[src/rtl/br_pkg.sv]
// br_pkg: shared types for the branch resolve unit.
// Branch-type encoding, predictor-update entry, width helper.
package br_pkg;

  typedef enum logic [3:0] {
    BR_NONE = 4'd0,
    BEQ     = 4'd1,
    BNE     = 4'd2,
    BLT     = 4'd3,
    BGE     = 4'd4,
    BLTU    = 4'd5,
    BGEU    = 4'd6,
    B       = 4'd7,
    BL      = 4'd8,
    JIRL    = 4'd9
  } br_type_e;

  typedef struct packed {
    logic [31:0] pc;
    logic        taken;
    logic [31:0] target;
  } upd_entry_t;

  function automatic int idx_w(int n);
    return (n > 1) ? $clog2(n) : 1;
  endfunction

endpackage

[src/rtl/br_resolve_if.sv]
// br_resolve_if: execute-lane inputs, redirect outputs and the
// predictor-update valid/ready stream of br_resolve.
interface br_resolve_if
  import br_pkg::*;
#(
  parameter int NLANE = 2
);
  localparam int LW = idx_w(NLANE);

  logic                   stall;
  logic [NLANE-1:0]       ex_valid;
  logic [NLANE-1:0][31:0] ex_pc;
  logic [NLANE-1:0][31:0] ex_rdata1;
  logic [NLANE-1:0][31:0] ex_rdata2;
  logic [NLANE-1:0][31:0] ex_imm;
  logic [NLANE-1:0][31:0] ex_pd_target;
  logic [NLANE-1:0][3:0]  ex_br_type;
  logic [NLANE-1:0]       ex_pd_taken;

  logic                   redirect;
  logic [31:0]            redirect_pc;
  logic [LW-1:0]          redirect_lane;
  logic [NLANE-1:0]       kill_mask;

  logic                   upd_valid;
  logic                   upd_ready;
  logic [31:0]            upd_pc;
  logic [31:0]            upd_target;
  logic                   upd_taken;
  logic [15:0]            upd_drop_cnt;

  modport master (
    output stall, ex_valid, ex_pc, ex_rdata1, ex_rdata2,
    output ex_imm, ex_pd_target, ex_br_type, ex_pd_taken,
    output upd_ready,
    input  redirect, redirect_pc, redirect_lane, kill_mask,
    input  upd_valid, upd_pc, upd_target, upd_taken,
    input  upd_drop_cnt
  );

  modport slave (
    input  stall, ex_valid, ex_pc, ex_rdata1, ex_rdata2,
    input  ex_imm, ex_pd_target, ex_br_type, ex_pd_taken,
    input  upd_ready,
    output redirect, redirect_pc, redirect_lane, kill_mask,
    output upd_valid, upd_pc, upd_target, upd_taken,
    output upd_drop_cnt
  );

endinterface

[src/rtl/br_eval.sv]
// br_eval: per-lane branch direction, target and mispredict.
// Macro BR_TARGET_CHECK_EN adds taken-target mismatch detection.
module br_eval
  import br_pkg::*;
(
  input  logic        valid,
  input  logic [3:0]  br_type,
  input  logic [31:0] pc,
  input  logic [31:0] rdata1,
  input  logic [31:0] rdata2,
  input  logic [31:0] imm,
  input  logic [31:0] pd_target,
  input  logic        pd_taken,
  output logic        is_br,
  output logic        taken,
  output logic [31:0] target,
  output logic        mispred,
  output logic [31:0] correct_pc
);

`ifdef BR_TARGET_CHECK_EN
  localparam bit TGT_CHK = 1'b1;
`else
  localparam bit TGT_CHK = 1'b0;
`endif

  br_type_e bt;
  logic     dir_mis;
  logic     tgt_mis;

  assign bt    = br_type_e'(br_type);
  assign is_br = valid && (bt != BR_NONE);

  always_comb begin
    unique case (bt)
      BEQ:         taken = rdata1 == rdata2;
      BNE:         taken = rdata1 != rdata2;
      BLT:         taken = $signed(rdata1) < $signed(rdata2);
      BGE:         taken = $signed(rdata1) >= $signed(rdata2);
      BLTU:        taken = rdata1 < rdata2;
      BGEU:        taken = rdata1 >= rdata2;
      B, BL, JIRL: taken = 1'b1;
      default:     taken = 1'b0;
    endcase
  end

  assign target = (bt == JIRL) ? rdata1 + imm : pc + imm;

  assign dir_mis = pd_taken != taken;
  assign tgt_mis = TGT_CHK && pd_taken && taken
                && (pd_target != target);

  assign mispred    = is_br && (dir_mis || tgt_mis);
  assign correct_pc = taken ? target : pc + 32'd4;

endmodule

[src/rtl/br_resolve.sv]
// br_resolve: multi-lane branch resolve, redirect and update FIFO.
// Optional macro BR_TARGET_CHECK_EN (see br_eval).
module br_resolve
  import br_pkg::*;
#(
  parameter int NLANE      = 2,
  parameter int UPD_DEPTH  = 4,
  parameter int SHADOW_CYC = 1
) (
  input logic         clk,
  input logic         rstn,
  br_resolve_if.slave bus
);

  localparam int LW = idx_w(NLANE);
  localparam int AW = idx_w(UPD_DEPTH);
  localparam int CW = $clog2(UPD_DEPTH + 1);
  localparam int PW = $clog2(NLANE + 1);
  localparam int SW = $clog2(SHADOW_CYC + 1);

  typedef enum logic {IDLE, SHADOW} state_e;

  logic [NLANE-1:0]       is_br;
  logic [NLANE-1:0]       taken;
  logic [NLANE-1:0]       mispred;
  logic [NLANE-1:0][31:0] target;
  logic [NLANE-1:0][31:0] cpc;

  for (genvar i = 0; i < NLANE; i++) begin : g_lane
    br_eval u_eval (
      .valid      (bus.ex_valid[i]),
      .br_type    (bus.ex_br_type[i]),
      .pc         (bus.ex_pc[i]),
      .rdata1     (bus.ex_rdata1[i]),
      .rdata2     (bus.ex_rdata2[i]),
      .imm        (bus.ex_imm[i]),
      .pd_target  (bus.ex_pd_target[i]),
      .pd_taken   (bus.ex_pd_taken[i]),
      .is_br      (is_br[i]),
      .taken      (taken[i]),
      .target     (target[i]),
      .mispred    (mispred[i]),
      .correct_pc (cpc[i])
    );
  end

  state_e        state, state_n;
  logic [SW-1:0] cnt, cnt_n;
  logic          active;

  logic             win;
  logic [LW-1:0]    win_lane;
  logic [31:0]      win_pc;
  logic [NLANE-1:0] kill;
  logic [NLANE-1:0] push;
  logic [PW-1:0]    npush;

  always_ff @(posedge clk) begin
    if (rstn) begin
      state <= IDLE;
      cnt   <= '0;
    end else if (!bus.stall) begin
      state <= state_n;
      cnt   <= cnt_n;
    end
  end

  always_comb begin
    state_n = state;
    cnt_n   = cnt;
    unique case (state)
      IDLE: begin
        if (win) begin
          state_n = SHADOW;
          cnt_n   = SW'(SHADOW_CYC);
        end
      end
      SHADOW: begin
        cnt_n = cnt - SW'(1);
        if (cnt <= SW'(1))
          state_n = IDLE;
      end
    endcase
  end

  always_comb begin
    active = (state == IDLE) && !bus.stall;
  end

  // Scan oldest-first: lanes past the first mispredict are killed.
  always_comb begin
    win      = 1'b0;
    win_lane = '0;
    win_pc   = '0;
    kill     = '0;
    push     = '0;
    npush    = '0;
    for (int i = 0; i < NLANE; i++) begin
      kill[i] = win;
      push[i] = active && is_br[i] && !win;
      npush   = npush + PW'(push[i]);
      if (active && mispred[i] && !win) begin
        win      = 1'b1;
        win_lane = LW'(i);
        win_pc   = cpc[i];
      end
    end
  end

  logic             red_q;
  logic [31:0]      red_pc_q;
  logic [LW-1:0]    red_lane_q;
  logic [NLANE-1:0] kill_q;

  always_ff @(posedge clk) begin
    if (rstn) begin
      red_q      <= 1'b0;
      red_pc_q   <= '0;
      red_lane_q <= '0;
      kill_q     <= '0;
    end else if (!bus.stall) begin
      red_q      <= win;
      red_pc_q   <= win_pc;
      red_lane_q <= win_lane;
      kill_q     <= kill;
    end
  end

  assign bus.redirect      = red_q && !bus.stall;
  assign bus.redirect_pc   = red_pc_q;
  assign bus.redirect_lane = red_lane_q;
  assign bus.kill_mask     = kill_q;

  upd_entry_t             mem [UPD_DEPTH];
  logic [AW-1:0]          wr_ptr, rd_ptr;
  logic [CW-1:0]          count;
  logic [15:0]            drop;
  logic [16:0]            dsum;
  logic [15:0]            drop_sat;
  logic                   pop;
  logic                   fits;
  logic                   do_push;
  logic [NLANE-1:0][AW-1:0] slot;
  logic [AW-1:0]          off;

  assign pop  = bus.upd_valid && bus.upd_ready;
  // A pop in the same cycle does not free a slot for this cycle's pushes.
  assign fits = 32'(npush) <= 32'(UPD_DEPTH) - 32'(count);
  assign do_push = (npush != '0) && fits;

  assign dsum     = {1'b0, drop} + 17'(npush);
  assign drop_sat = dsum[16] ? 16'hFFFF : dsum[15:0];

  always_comb begin
    slot = '0;
    off  = '0;
    for (int i = 0; i < NLANE; i++) begin
      slot[i] = wr_ptr + off;
      if (push[i])
        off = off + AW'(1);
    end
  end

  always_ff @(posedge clk) begin
    for (int i = 0; i < NLANE; i++) begin
      if (do_push && push[i])
        mem[slot[i]] <= '{pc:     bus.ex_pc[i],
                          taken:  taken[i],
                          target: target[i]};
    end
  end

  always_ff @(posedge clk) begin
    if (rstn) begin
      wr_ptr <= '0;
      rd_ptr <= '0;
      count  <= '0;
      drop   <= '0;
    end else begin
      if (do_push)
        wr_ptr <= wr_ptr + AW'(npush);
      if (pop)
        rd_ptr <= rd_ptr + AW'(1);
      count <= count + (do_push ? CW'(npush) : '0) - CW'(pop);
      if ((npush != '0) && !fits)
        drop <= drop_sat;
    end
  end

  assign bus.upd_valid    = count != '0;
  assign bus.upd_pc       = bus.upd_valid ? mem[rd_ptr].pc : '0;
  assign bus.upd_taken    = bus.upd_valid && mem[rd_ptr].taken;
  assign bus.upd_target   = bus.upd_valid ? mem[rd_ptr].target : '0;
  assign bus.upd_drop_cnt = drop;

endmodule

[src/flat_wrapper.sv]
// flat-port wrapper written by rule: the top's interface ports become plain ports
module br_resolve_flat import br_pkg::*;
#(
  parameter int NLANE      = 2,
  parameter int UPD_DEPTH  = 4,
  parameter int SHADOW_CYC = 1
)
  (clk, rstn, bus_stall, bus_ex_valid, bus_ex_pc, bus_ex_rdata1, bus_ex_rdata2, bus_ex_imm, bus_ex_pd_target, bus_ex_br_type, bus_ex_pd_taken, bus_upd_ready, bus_redirect, bus_redirect_pc, bus_redirect_lane, bus_kill_mask, bus_upd_valid, bus_upd_pc, bus_upd_target, bus_upd_taken, bus_upd_drop_cnt);
  br_resolve_if #(.NLANE(NLANE)) bus_i ();
  input logic clk;
  input logic rstn;
  input wire logic [$bits(bus_i.stall)-1:0] bus_stall;
  input wire logic [$bits(bus_i.ex_valid)-1:0] bus_ex_valid;
  input wire logic [$bits(bus_i.ex_pc)-1:0] bus_ex_pc;
  input wire logic [$bits(bus_i.ex_rdata1)-1:0] bus_ex_rdata1;
  input wire logic [$bits(bus_i.ex_rdata2)-1:0] bus_ex_rdata2;
  input wire logic [$bits(bus_i.ex_imm)-1:0] bus_ex_imm;
  input wire logic [$bits(bus_i.ex_pd_target)-1:0] bus_ex_pd_target;
  input wire logic [$bits(bus_i.ex_br_type)-1:0] bus_ex_br_type;
  input wire logic [$bits(bus_i.ex_pd_taken)-1:0] bus_ex_pd_taken;
  input wire logic [$bits(bus_i.upd_ready)-1:0] bus_upd_ready;
  output wire logic [$bits(bus_i.redirect)-1:0] bus_redirect;
  output wire logic [$bits(bus_i.redirect_pc)-1:0] bus_redirect_pc;
  output wire logic [$bits(bus_i.redirect_lane)-1:0] bus_redirect_lane;
  output wire logic [$bits(bus_i.kill_mask)-1:0] bus_kill_mask;
  output wire logic [$bits(bus_i.upd_valid)-1:0] bus_upd_valid;
  output wire logic [$bits(bus_i.upd_pc)-1:0] bus_upd_pc;
  output wire logic [$bits(bus_i.upd_target)-1:0] bus_upd_target;
  output wire logic [$bits(bus_i.upd_taken)-1:0] bus_upd_taken;
  output wire logic [$bits(bus_i.upd_drop_cnt)-1:0] bus_upd_drop_cnt;
  assign bus_i.stall = bus_stall;
  assign bus_i.ex_valid = bus_ex_valid;
  assign bus_i.ex_pc = bus_ex_pc;
  assign bus_i.ex_rdata1 = bus_ex_rdata1;
  assign bus_i.ex_rdata2 = bus_ex_rdata2;
  assign bus_i.ex_imm = bus_ex_imm;
  assign bus_i.ex_pd_target = bus_ex_pd_target;
  assign bus_i.ex_br_type = bus_ex_br_type;
  assign bus_i.ex_pd_taken = bus_ex_pd_taken;
  assign bus_i.upd_ready = bus_upd_ready;
  assign bus_redirect = bus_i.redirect;
  assign bus_redirect_pc = bus_i.redirect_pc;
  assign bus_redirect_lane = bus_i.redirect_lane;
  assign bus_kill_mask = bus_i.kill_mask;
  assign bus_upd_valid = bus_i.upd_valid;
  assign bus_upd_pc = bus_i.upd_pc;
  assign bus_upd_target = bus_i.upd_target;
  assign bus_upd_taken = bus_i.upd_taken;
  assign bus_upd_drop_cnt = bus_i.upd_drop_cnt;
  br_resolve #(.NLANE(NLANE), .UPD_DEPTH(UPD_DEPTH), .SHADOW_CYC(SHADOW_CYC)) u_core (.clk(clk), .rstn(rstn), .bus(bus_i));
endmodule
[config.mk]
export PLATFORM = sky130hd
export DESIGN_NAME = br_resolve_flat
export DESIGN_NICKNAME = d
export VERILOG_FILES = /design/src/rtl/br_pkg.sv /design/src/rtl/br_resolve_if.sv /design/src/rtl/br_eval.sv /design/src/rtl/br_resolve.sv /design/src/flat_wrapper.sv
export SDC_FILE = /design/constraint.sdc
export NUM_CORES = 1
export LEC_CHECK = 0
export CAP_MARGIN = 20
export CORE_MARGIN = 3
export CORE_UTILIZATION = 50
export DETAILED_ROUTE_END_ITERATION = 8
export PLACE_DENSITY = 0.77
export SLEW_MARGIN = 0
export SYNTH_ARGS = -nofsm -noshare
export SYNTH_HDL_FRONTEND = slang
export SYNTH_SLANG_ARGS = --single-unit
export TNS_END_PERCENT = 50
[constraint.sdc]
create_clock -name clk -period 22 [get_ports clk]
set_input_delay 4.4 -clock clk [delete_from_list [all_inputs] [get_ports clk]]
set_output_delay 4.4 -clock clk [all_outputs]
set_load 0.005 [all_outputs]
* Word-level counts from Yosys, hierarchy flattened
Memories as Yosys holds them, arrays and structs flattened. A register that Yosys moved wholly into a read port is not among the register bits.
Cells that the tools add are included.
** Operators by class
- Add/subtract/negate cells :: 15
- Eq/ne operators :: 25
- Reductions and logical operators :: 28
- Multiplexer cells :: 27
- Order comparisons :: 10
- Bitwise logic cells :: 2
** Operators with widths (number)
- $mux 32 :: 8
- $add 32x32->32 :: 4
- $ge 32x32->1 :: 4
- $lt 32x32->1 :: 4
- $add 32x3->32 const B :: 2
- $eq 32x32->1 :: 2
- $ne 32x32->1 :: 2
- $eq 4x3->1 const B :: 8
- $le 2x32->1 :: 1
- $logic_and 1x1->1 :: 18
- $add 16x2->17 :: 1
- $eq 4x2->1 const B :: 4
- $eq 4x4->1 const B :: 4
- $mux 16 :: 1
- $pmux 1 s7 :: 2
- $mux 1 :: 11
- $eq 4x1->1 const B :: 2
- $reduce_bool 4->1 :: 2
- $mux 2 :: 3
- $reduce_or 3->1 :: 2
- $pmux 1 s2 :: 2
- $sub 3x3->4 const A :: 1
- $add 3x3->3 :: 1
- $logic_not 1->1 :: 3
- other kinds (13) :: 15
** Storage, ports and cells
- Flip-flop bits (word level) :: 60
- RAM bits :: 260
- Output and inout bits :: 118
- Memories kept :: 1
** Memories
- u_core.mem :: depth 4, bits a word 65, read ports 1, clocked after Yosys merged registers in 1, write ports 2, line br_resolve.sv:134 : upd_entry_t mem [UPD_DEPTH];

* Logic depth before layout (Yosys ltp)
Gate-level depths: netlist of run 1.
- Depth in word-level cells :: 15
- Gate-level depth with buffers :: 26
- Mapped depth without buffers :: 24

* By module
Synthesis of run 1 repeated with hierarchy kept, for this count alone.
** Unflattened totals
- Cell total of the unflattened synthesis :: 2017
- Area total of the unflattened synthesis :: 23384.9 µm²
** By module, submodules not included
- br_resolve :: cells each 1021, area each 15838.9 µm², times used 1, seq. area each 9028.7 µm²
- br_eval at u_core.g_lane[0].u_eval :: cells each 515, area each 3796.1 µm², times used 1, seq. area each 0.0 µm²
- br_eval at u_core.g_lane[1].u_eval :: cells each 481, area each 3749.8 µm², times used 1, seq. area each 0.0 µm²

* Worst setup path before layout of run 1
No wires, ideal clock.
- Path kind :: in2reg
- Start :: input port bus_ex_rdata2[1]
- End :: memory u_core.mem[0][0] in the netlist's numbering, enable pin
- Stages on the path :: 18
- Slack :: 6693 ps
- Arrival :: 14641 ps
- Required time :: 21335 ps
- Path buffers :: 2
- Path through :: inv_1 -> ha_1 -> nor2b_1 -> o211ai_1 -> a21oi_1 -> o311a_1 -> nor4_2 -> mux2_4 -> o21a_2 -> buf_6 -> o211a_1 -> buf_2 -> ha_1 -> ha_1 -> nor2b_1 -> o2111ai_1 -> nand2b_1 -> o41ai_1
** RTL lines
- start: declaration :: line flat_wrapper.sv:16 : input wire logic [$bits(bus_i.ex_rdata2)-1:0] bus_ex_rdata2;
- end: declaration :: line br_resolve.sv:134

==> results.txt, run 1 <==
- Result of the run: finished, final reports clean
- Required arrival time at the worst endpoint: between 20 and 25 ns
* Synth-to-Final Area Change: 22.9%
* Sequential fraction of the synthesis area: 38.6%
- The total area inside the core boundary comes to about 46000 sq um.
- In the routed layout, each cell is associated on average with a via count of 6.23.
- Met3 WL post-DR: roughly 10 mm
- The clock passes through at most 3 buffers.
* Die Footprint: between 40000 and 50000 sq um
- Category of the worst setup path launch point: input port
- After layout, the worst path uses between 50% and 60% of the clock period.
- Signal routing reaches up to met5.
- Number of violations reported at the end of detailed-routing iteration 0: 2105
- Number of hold buffers added after cts: 0
* Count of cell types in the netlist: 84
* Clock tree from TritonCTS: done
- After synthesis the cells add up to 23400 sq um.
- Warnings, synthesis: 0
* Cell type with the largest total area after synthesis: sky130_fd_sc_hd__edfxtp_1
- Across the VDD grid, the largest voltage drop is around 74 uV.
- Once layout is complete, the utilization of the core stands at 62.8%.
- Total clock sinks: between 300 and 400
- The layout has between 3000 and 4000 filler cells.
* Syn_nets: around 2900
- Initial core utilization: between 50% and 60%
* First drt pass iteration count: 6
- Yosys mapped a number of flops with a built-in enable equal to 260.
* Fraction of layout cells with a size suffix above 1: 10.1%
- The detailed router placed roughly 21000 vias in this run.
- Clock Pin Slew Worst Setup and Hold Paths: ~0.06 ns
- Share of the synthesized area in the top cell type: around a third
- After detailed routing, the number of remaining DRC violations is 0.
* Highest achievable clock rate: 82.0 MHz
- The number of antenna violations at the first check in global routing came to 8.
- The min-delay analysis places its worst path in the category flop to flop.
- Final net count: roughly 3200
- GRT Util Overall: roughly 33%
- Cell area power density: around 77 nW/um^2
- Pin placement for this block handled around 450 I/O pins.
- TritonCTS created 35 clock buffers.
* Overall die height: 222 um
- Clock latency reported for the late side of the worst-skew pair: between 0.5 and 0.6 ns
- Headroom to the max-slew limit came out at 25.9%.
* Count of max-cap constraint violations: 0
* Worst Max-Slew Pin Slew: between 1 and 1.5 ns
* Final weighted congestion in routability-driven placement: between 0.9 and 1
- The critical path is of the input port to flop type.
- Along the worst path, the maximum fanout reaches ~80.
* Routed WL: about 84 mm
* Final total negative setup slack: 0 ns
* Routed wire per std cell: 24.8 um
- STA puts the critical path data arrival time at 12.34 ns.
- Global route total overflow: 0
* Minimum period implied by the final worst setup slack: 12.20 ns
- The H-tree was split into 2 levels.
- Final count of hold timing violations: 0
- FF+latch area: roughly 9000 sq um
* Buffer count from post-CTS setup fixing: 0
* Mean instance size in the synthesized netlist: a little under 10 sq um
* Final ANT Viol Nets: 0
- The final-report max-slew violation count was 0.
- Layout Skew: 0.0157 ns
- Total area of multi-input combinational cells: 13300 sq um
* Pleak: between 10 and 15 nW
- The die is between 200 and 250 um wide.
- Counting every instance in the synthesized netlist gives around 2400.
* Via count of the first global-routing pass: between 20000 and 25000
- Setup repair after global routing left no endpoint under its margin.
* Total length of routed met2 wires: around 38 mm
* Element type at the critical path end: flop
* Count of port buffers added during placement: 388
- Entering global routing, the biggest net connects 79 pins.
* Seq cells post-synth: approximately 320
- M1 WL: approximately 33 mm
- Setup violations remaining at the end of the flow were counted as 0.
- Root buffer selected by CTS: sky130_fd_sc_hd__clkbuf_16
* Placed wire-length estimate after detailed placement: 61.9 mm
- Sorting the synthesized cells by area gives the leading types as sky130_fd_sc_hd__edfxtp_1 33%, sky130_fd_sc_hd__nand2_1 7.8%, sky130_fd_sc_hd__ha_1 7.5%.
* Post-synth top flop: sky130_fd_sc_hd__edfxtp_1
* Global-route wire length before repair: around 120 mm
- Share of flip-flops with an asynchronous set or reset: 0%
- CTS resizes: 0
* Number of rows created at floorplan: 78
==> sequential cells by signal, summed over array words and instances (netlist names), named ones only <==
register,count
u_core.red_q,1
u_core.count,3
u_core.state,1
u_core.bus.kill_mask,1
u_core.rd_ptr,2
u_core.bus.redirect_pc,32
u_core.mem,260
u_core.bus.redirect_lane,1
u_core.bus.upd_drop_cnt,16
u_core.wr_ptr,2
==> report_power, final <==
part           total, W  switching (W)  leakage [nW]  internal [W]
clock          0.000561       0.000244         0.519      0.000317
combinational  0.000916       0.000476          8.00      0.000440
sequential     0.000736      0.0000232          2.85      0.000713
==> cell usage in the layout (no fill, tap or decap), drive strengths merged, types with 15 or more instances in the layout <==
cell type	instances
and2	70
xnor2	62
clkdlybuf4s50	387
inv	110
buf	33
dfxtp	61
o211ai	17
ha	141
xor2	65
a21o	32
nor2	85
clkbuf	45
and3	34
edfxtp	260
nand3	69
a21oi	134
nor3	36
mux2	103
mux4	65
or3	15
o21ai	137
nand4	39
a31oi	17
nand2	484
mux2i	57
==> through the flow <==
step	cells	instance area [sq um]	power, W	worst slack (ns)	hold WS [ns]
floorplan	2432	23400	0.00124	6.69	0.432
global placement	3298	27600	0.00163	9.50	0.444
detailed placement	3299	27700	0.00165	9.46	0.454
CTS	3359	28700	0.00221	9.97	0.473
global route	3362	28700	0.00231	9.56	0.493
finish	3364	28700	0.00221	9.80	0.472
==> metal layers <==
layer | vias up | track usage (%)
li1 | 9427 | -
met1 | 10157 | 45.5
met2 | 1231 | 50.8
met3 | 136 | 8.72
met4 | 6 | 8.63
met5 | - | 0
==> cell type report <==
class                      count  share of cell area (%)
clock buffer                  44                    3.28
multi-input combinational   1850                    46.4
inverter                     108                    1.41
tap                          600                    2.61
timing repair buffer         422                    14.4
sequential                   321                    31.4
clock inverter                16                   0.431
antenna                        3                  0.0261
==> path summary, 6_finish.rpt <==
check | start | end | slack (ns) | depth (start not counted)
max | bus_ex_rdata2[31] | u_core.mem[0][57] | 9.80 | 22
min | u_core.red_q | u_core.red_q | 0.47 | 2
max reg2reg | u_core.state | u_core.mem[0][57] | 15.20 | 17
min reg2reg | u_core.red_q | u_core.red_q | 0.47 | 2
==> synthesized netlist by cell type (15+ instances only) <==
master / count
sky130_fd_sc_hd__a21o_1: 32
sky130_fd_sc_hd__a21oi_1: 134
sky130_fd_sc_hd__a31oi_1: 17
sky130_fd_sc_hd__and2_1: 70
sky130_fd_sc_hd__and3_1: 34
sky130_fd_sc_hd__buf_2: 32
sky130_fd_sc_hd__buf_4: 15
sky130_fd_sc_hd__clkbuf_1: 89
sky130_fd_sc_hd__dfxtp_1: 61
sky130_fd_sc_hd__edfxtp_1: 260
sky130_fd_sc_hd__ha_1: 141
sky130_fd_sc_hd__inv_1: 108
sky130_fd_sc_hd__mux2_2: 91
sky130_fd_sc_hd__mux2i_1: 57
sky130_fd_sc_hd__mux4_2: 65
sky130_fd_sc_hd__nand2_1: 484
sky130_fd_sc_hd__nand3_1: 68
sky130_fd_sc_hd__nand4_1: 38
sky130_fd_sc_hd__nor2_1: 85
sky130_fd_sc_hd__nor3_1: 35
sky130_fd_sc_hd__o211ai_1: 17
sky130_fd_sc_hd__o21ai_0: 136
sky130_fd_sc_hd__or3_1: 15
sky130_fd_sc_hd__xnor2_1: 61
sky130_fd_sc_hd__xor2_1: 65
==> critical path: stages <==
cell	delay, ns
sky130_fd_sc_hd__clkdlybuf4s50_1	0.47
sky130_fd_sc_hd__inv_1	0.04
sky130_fd_sc_hd__ha_1	0.46
sky130_fd_sc_hd__nand4_2	0.25
sky130_fd_sc_hd__nor4_4	0.48
sky130_fd_sc_hd__nand3_1	0.20
sky130_fd_sc_hd__a21oi_1	0.19
sky130_fd_sc_hd__nor2_1	0.07
sky130_fd_sc_hd__a311oi_2	0.46
sky130_fd_sc_hd__o21a_2	0.80
sky130_fd_sc_hd__o211a_1	0.27
sky130_fd_sc_hd__buf_4	0.35
sky130_fd_sc_hd__ha_1	0.41
sky130_fd_sc_hd__ha_1	0.30
sky130_fd_sc_hd__nor2b_1	0.15
sky130_fd_sc_hd__o2111ai_1	0.53
sky130_fd_sc_hd__nand2b_1	0.36
sky130_fd_sc_hd__nor3_1	0.48
sky130_fd_sc_hd__o2111ai_4	0.17
sky130_fd_sc_hd__buf_4	0.47
sky130_fd_sc_hd__o41ai_2	0.14
sky130_fd_sc_hd__buf_4	0.82
==> kinds of logic after synthesis <==
| group | after synthesis | synth area share, % |
|---|---|---|
| flops | 321 | 38.6 |
| xor+xnor | 127 | 4.84 |
| compound gates | 454 | 12.3 |
| buf+inv | 261 | 4.73 |
| simple gates | 898 | 17.7 |
| other cells | 1 | 0.0160 |
| fa+ha+maj | 145 | 7.89 |
| mux | 225 | 13.8 |
(Power assumes the default switching activity.)
==> run 2: changes to the inputs <==
- CORE_UTILIZATION: 50 -> 48
- PLACE_DENSITY: 0.77 -> 0.78
- clock period: 22 -> 10.2 ns (I/O delays scaled with it)
==> results.txt, run 2 (synthesized netlist as in run 1, its figures left out) <==
* H-tree levels: 2
- The number of antenna violations at the first check in global routing came to 8.
* Reg-to-reg startpoint: u_core.state
- At the end of routability-driven placement, the weighted congestion stood at between 0.9 and 1.
- The final hold violation count is 0.
- Once detail routing completed, the nets flagged for antenna violations numbered 0.
- The library cells used most frequently in the layout, excluding fill and tap cells, are 484 x sky130_fd_sc_hd__nand2_1, 387 x sky130_fd_sc_hd__clkdlybuf4s50_1, 260 x sky130_fd_sc_hd__edfxtp_1, 141 x sky130_fd_sc_hd__ha_1.
* Die Footprint: just over 50000 sq um
- Across the routed clock network, the largest skew measured is between 0.02 and 0.025 ns.
- Routed wire per std cell: between 20 and 25 um
* Path depth of the worst reg2reg path: 18
* Global-route wire length before repair: 124 mm
* Data arrival time at the worst-slack endpoint: roughly 8.7 ns
* CP startpoint: bus_ex_rdata2[31]
- The library cell used most frequently in the layout, excluding fill and tap cells, is sky130_fd_sc_hd__nand2_1.
- The run finished with clean final reports.
- Clock-pin slew was measured on the worst setup and hold paths at around 0.070 ns.
- For this run, design rule violations remaining after detail routing come to 0.
* Category of the worst setup path launch point: input port
* Hold endpoint: u_core.red_q
* Pleak: about 11 nW
- For this block, the via count after detailed routing is about 21000.
- Setup violations remaining at the end of the flow were counted as 0.
- Placed wire-length estimate after detailed placement: 63.3 mm
* Highest achievable clock rate: ~120 MHz
- Number of hold buffers added after cts: 0
- Cell with the largest stage delay on the worst path: sky130_fd_sc_hd__o2111ai_4
* Unrepaired setup endpoints after global routing: no
- The number of placed instances, taps included, is between 3000 and 4000.
* End of the worst register-to-register path: u_core.mem[3][59]
* Via count of the first global-routing pass: about 20000
- Standard cell core area: 47900 sq um
- Post-route core utilization: slightly above 60%
- R2r setup slk: approximately 4.8 ns
* Clock latency reported for the late side of the worst-skew pair: 0.54 ns
- Ratio of final minimum period to clock period: 83.6%
- Together, buffers and inverters on the worst path number 6.
- STA classifies the critical path endpoint as a flop.
- Max stage delay on crit path: about 0.53 ns
* Root buffer selected by CTS: sky130_fd_sc_hd__clkbuf_16
- ~450 I/O pins were placed.
* Slew Viols, Final: 0
- Pin count of the biggest net entering global routing: around 80
* Worst IR Drop VDD: roughly 150 uV
- In this run the horizontal extent of the chip is about 230 um.
* Count of max-cap constraint violations: 0
- Final total negative setup slack: 0 ns
* Final net count: between 3000 and 4000
* Hold wc startpoint: u_core.red_q
- Number of rows created at floorplan: 80
- Type of the setup path with the least slack: input port to flop
- Buffers placed on the I/O ports in this run total between 300 and 400.
- No sink is reached through more buffers than the 3 on the longest clock path.
- In this run the worst path has a maximum fanout of 65.
- In this run the tightest slew margin relative to its limit is between 20 and 30%.
- Initial core utilization: around half
- Buffer count from post-CTS setup fixing: 0
- Vias per std cell: between 6 and 7
* Crit path max-delay family: compound AO/OA/AOI/OAI gates
- Overall die height: about 230 um
* Filler cell count in the final layout: slightly below 4000
* Fraction of layout cells with a size suffix above 1: a little over a tenth
- The clock drives ~320 sinks.
* Worst Hold Class: flop to flop
- The pre-antenna-repair detailed-routing pass consisted of 6 iterations.
- For the finished layout, the period the worst path requires is roughly 8.5 ns.
* Critical-path cell list: clkdlybuf4s50_1, inv_1, ha_1, nand4_2, nor4_4, nand3_1, a21oi_1, nor2_1, a311oi_2, o2111ai_4, o211a_1, buf_4, inv_1, ha_1, inv_1, ha_1, nor2b_1, o2111ai_1, nor2b_1, and3_1, o2111ai_4, o21ai_4, buf_12
- CTS resizes: 0
- The worst hold path was traced through 2 stages.
- For the pin with the worst max-slew slack, the measured transition is roughly 1.1 ns.
* Cell area power density: between 150 and 200 nW/um^2
- Count of non-filler cells in the finished layout: roughly 3400
- After global routing the overflow that remains totals 0.
- Global routing used 32.2% of the available tracks.
* Routed WL: 84.7 mm
- Data on the critical path is required at its endpoint by about 10 ns.
* Flip-flop count of the largest register, all copies and words added: 260
* Synth-to-Final Area Change: 23.9%
- Clock tree from TritonCTS: done
* Number of CTS-inserted buffers: 35
* Number of violations reported at the end of detailed-routing iteration 0: 2509
run 2: cell count changes in the layout (fill, tap and decap cells not counted), sizes merged:
cell      before  now
inv          110  109
clkinvlp       2    4
bufinv         1    3
buf           33   44
clkbuf        45   41
diode          3    4
clkinv        11   10
run 2: cell type report:
class                   instances  area [sq um]  share of cell area, %
diodes                          4          10.0                 0.0345
clock buffers                  41           898                   3.10
clock inverters                18           205                  0.708
inverters                     108           405                   1.40
multi-input cells            1850         13300                   46.0
flip-flops and latches        321          9030                   31.2
well taps                     615           769                   2.65
repair buffers                432          4320                   14.9
run 2: stage by stage:
stage / hold WS (ns) / total power (W) / worst slack [ns] / instance area, sq um
6_report: 0.463 / 0.00483 / 1.68 / 29000
5_1_grt: 0.492 / 0.00505 / 1.52 / 29000
4_1_cts: 0.466 / 0.00482 / 1.79 / 28900
3_5_place_dp: 0.451 / 0.00357 / 1.24 / 27800
3_3_place_gp: 0.443 / 0.00353 / 1.30 / 27800
2_1_floorplan: 0.432 / 0.00268 / -2.75 / 23400
run 2: worst min-delay path: cells and delay by family, from the launching register on:
family           cells  cell delay (ns)
AO/OA/AOI/OAI        1             0.05
flip-flops           1             0.31
AND/OR/NAND/NOR      1             0.05
run 2: routing by layer:
metal,global-route usage [%],share of wire [%],vias to the layer above
li1,-,-,9442
met1,43.1,39,10019
met2,51.2,45,1305
met3,8.78,13,158
met4,9.74,3.1,8
met5,0,0.066,-
run 2: power breakdown:
group	switching (W)	leakage, nW	internal (W)
combinational	0.00104	8.08	0.000969
clock	0.000533	0.527	0.000712
sequential	0.0000435	2.85	0.00154
total	0.00162	11.5	0.00322
run 2: worst max path at each step:
| stage | endpoint | depth (start not counted) |
|---|---|---|
| CTS | u_core.mem[3][29] | 22 |
| global placement | u_core.mem[3][39] | 22 |
| global route | u_core.mem[2][1] | 25 |
| floorplan | u_core.mem[0][0] | 18 |
| detailed placement | u_core.mem[3][39] | 22 |
| finish | u_core.mem[3][59] | 23 |
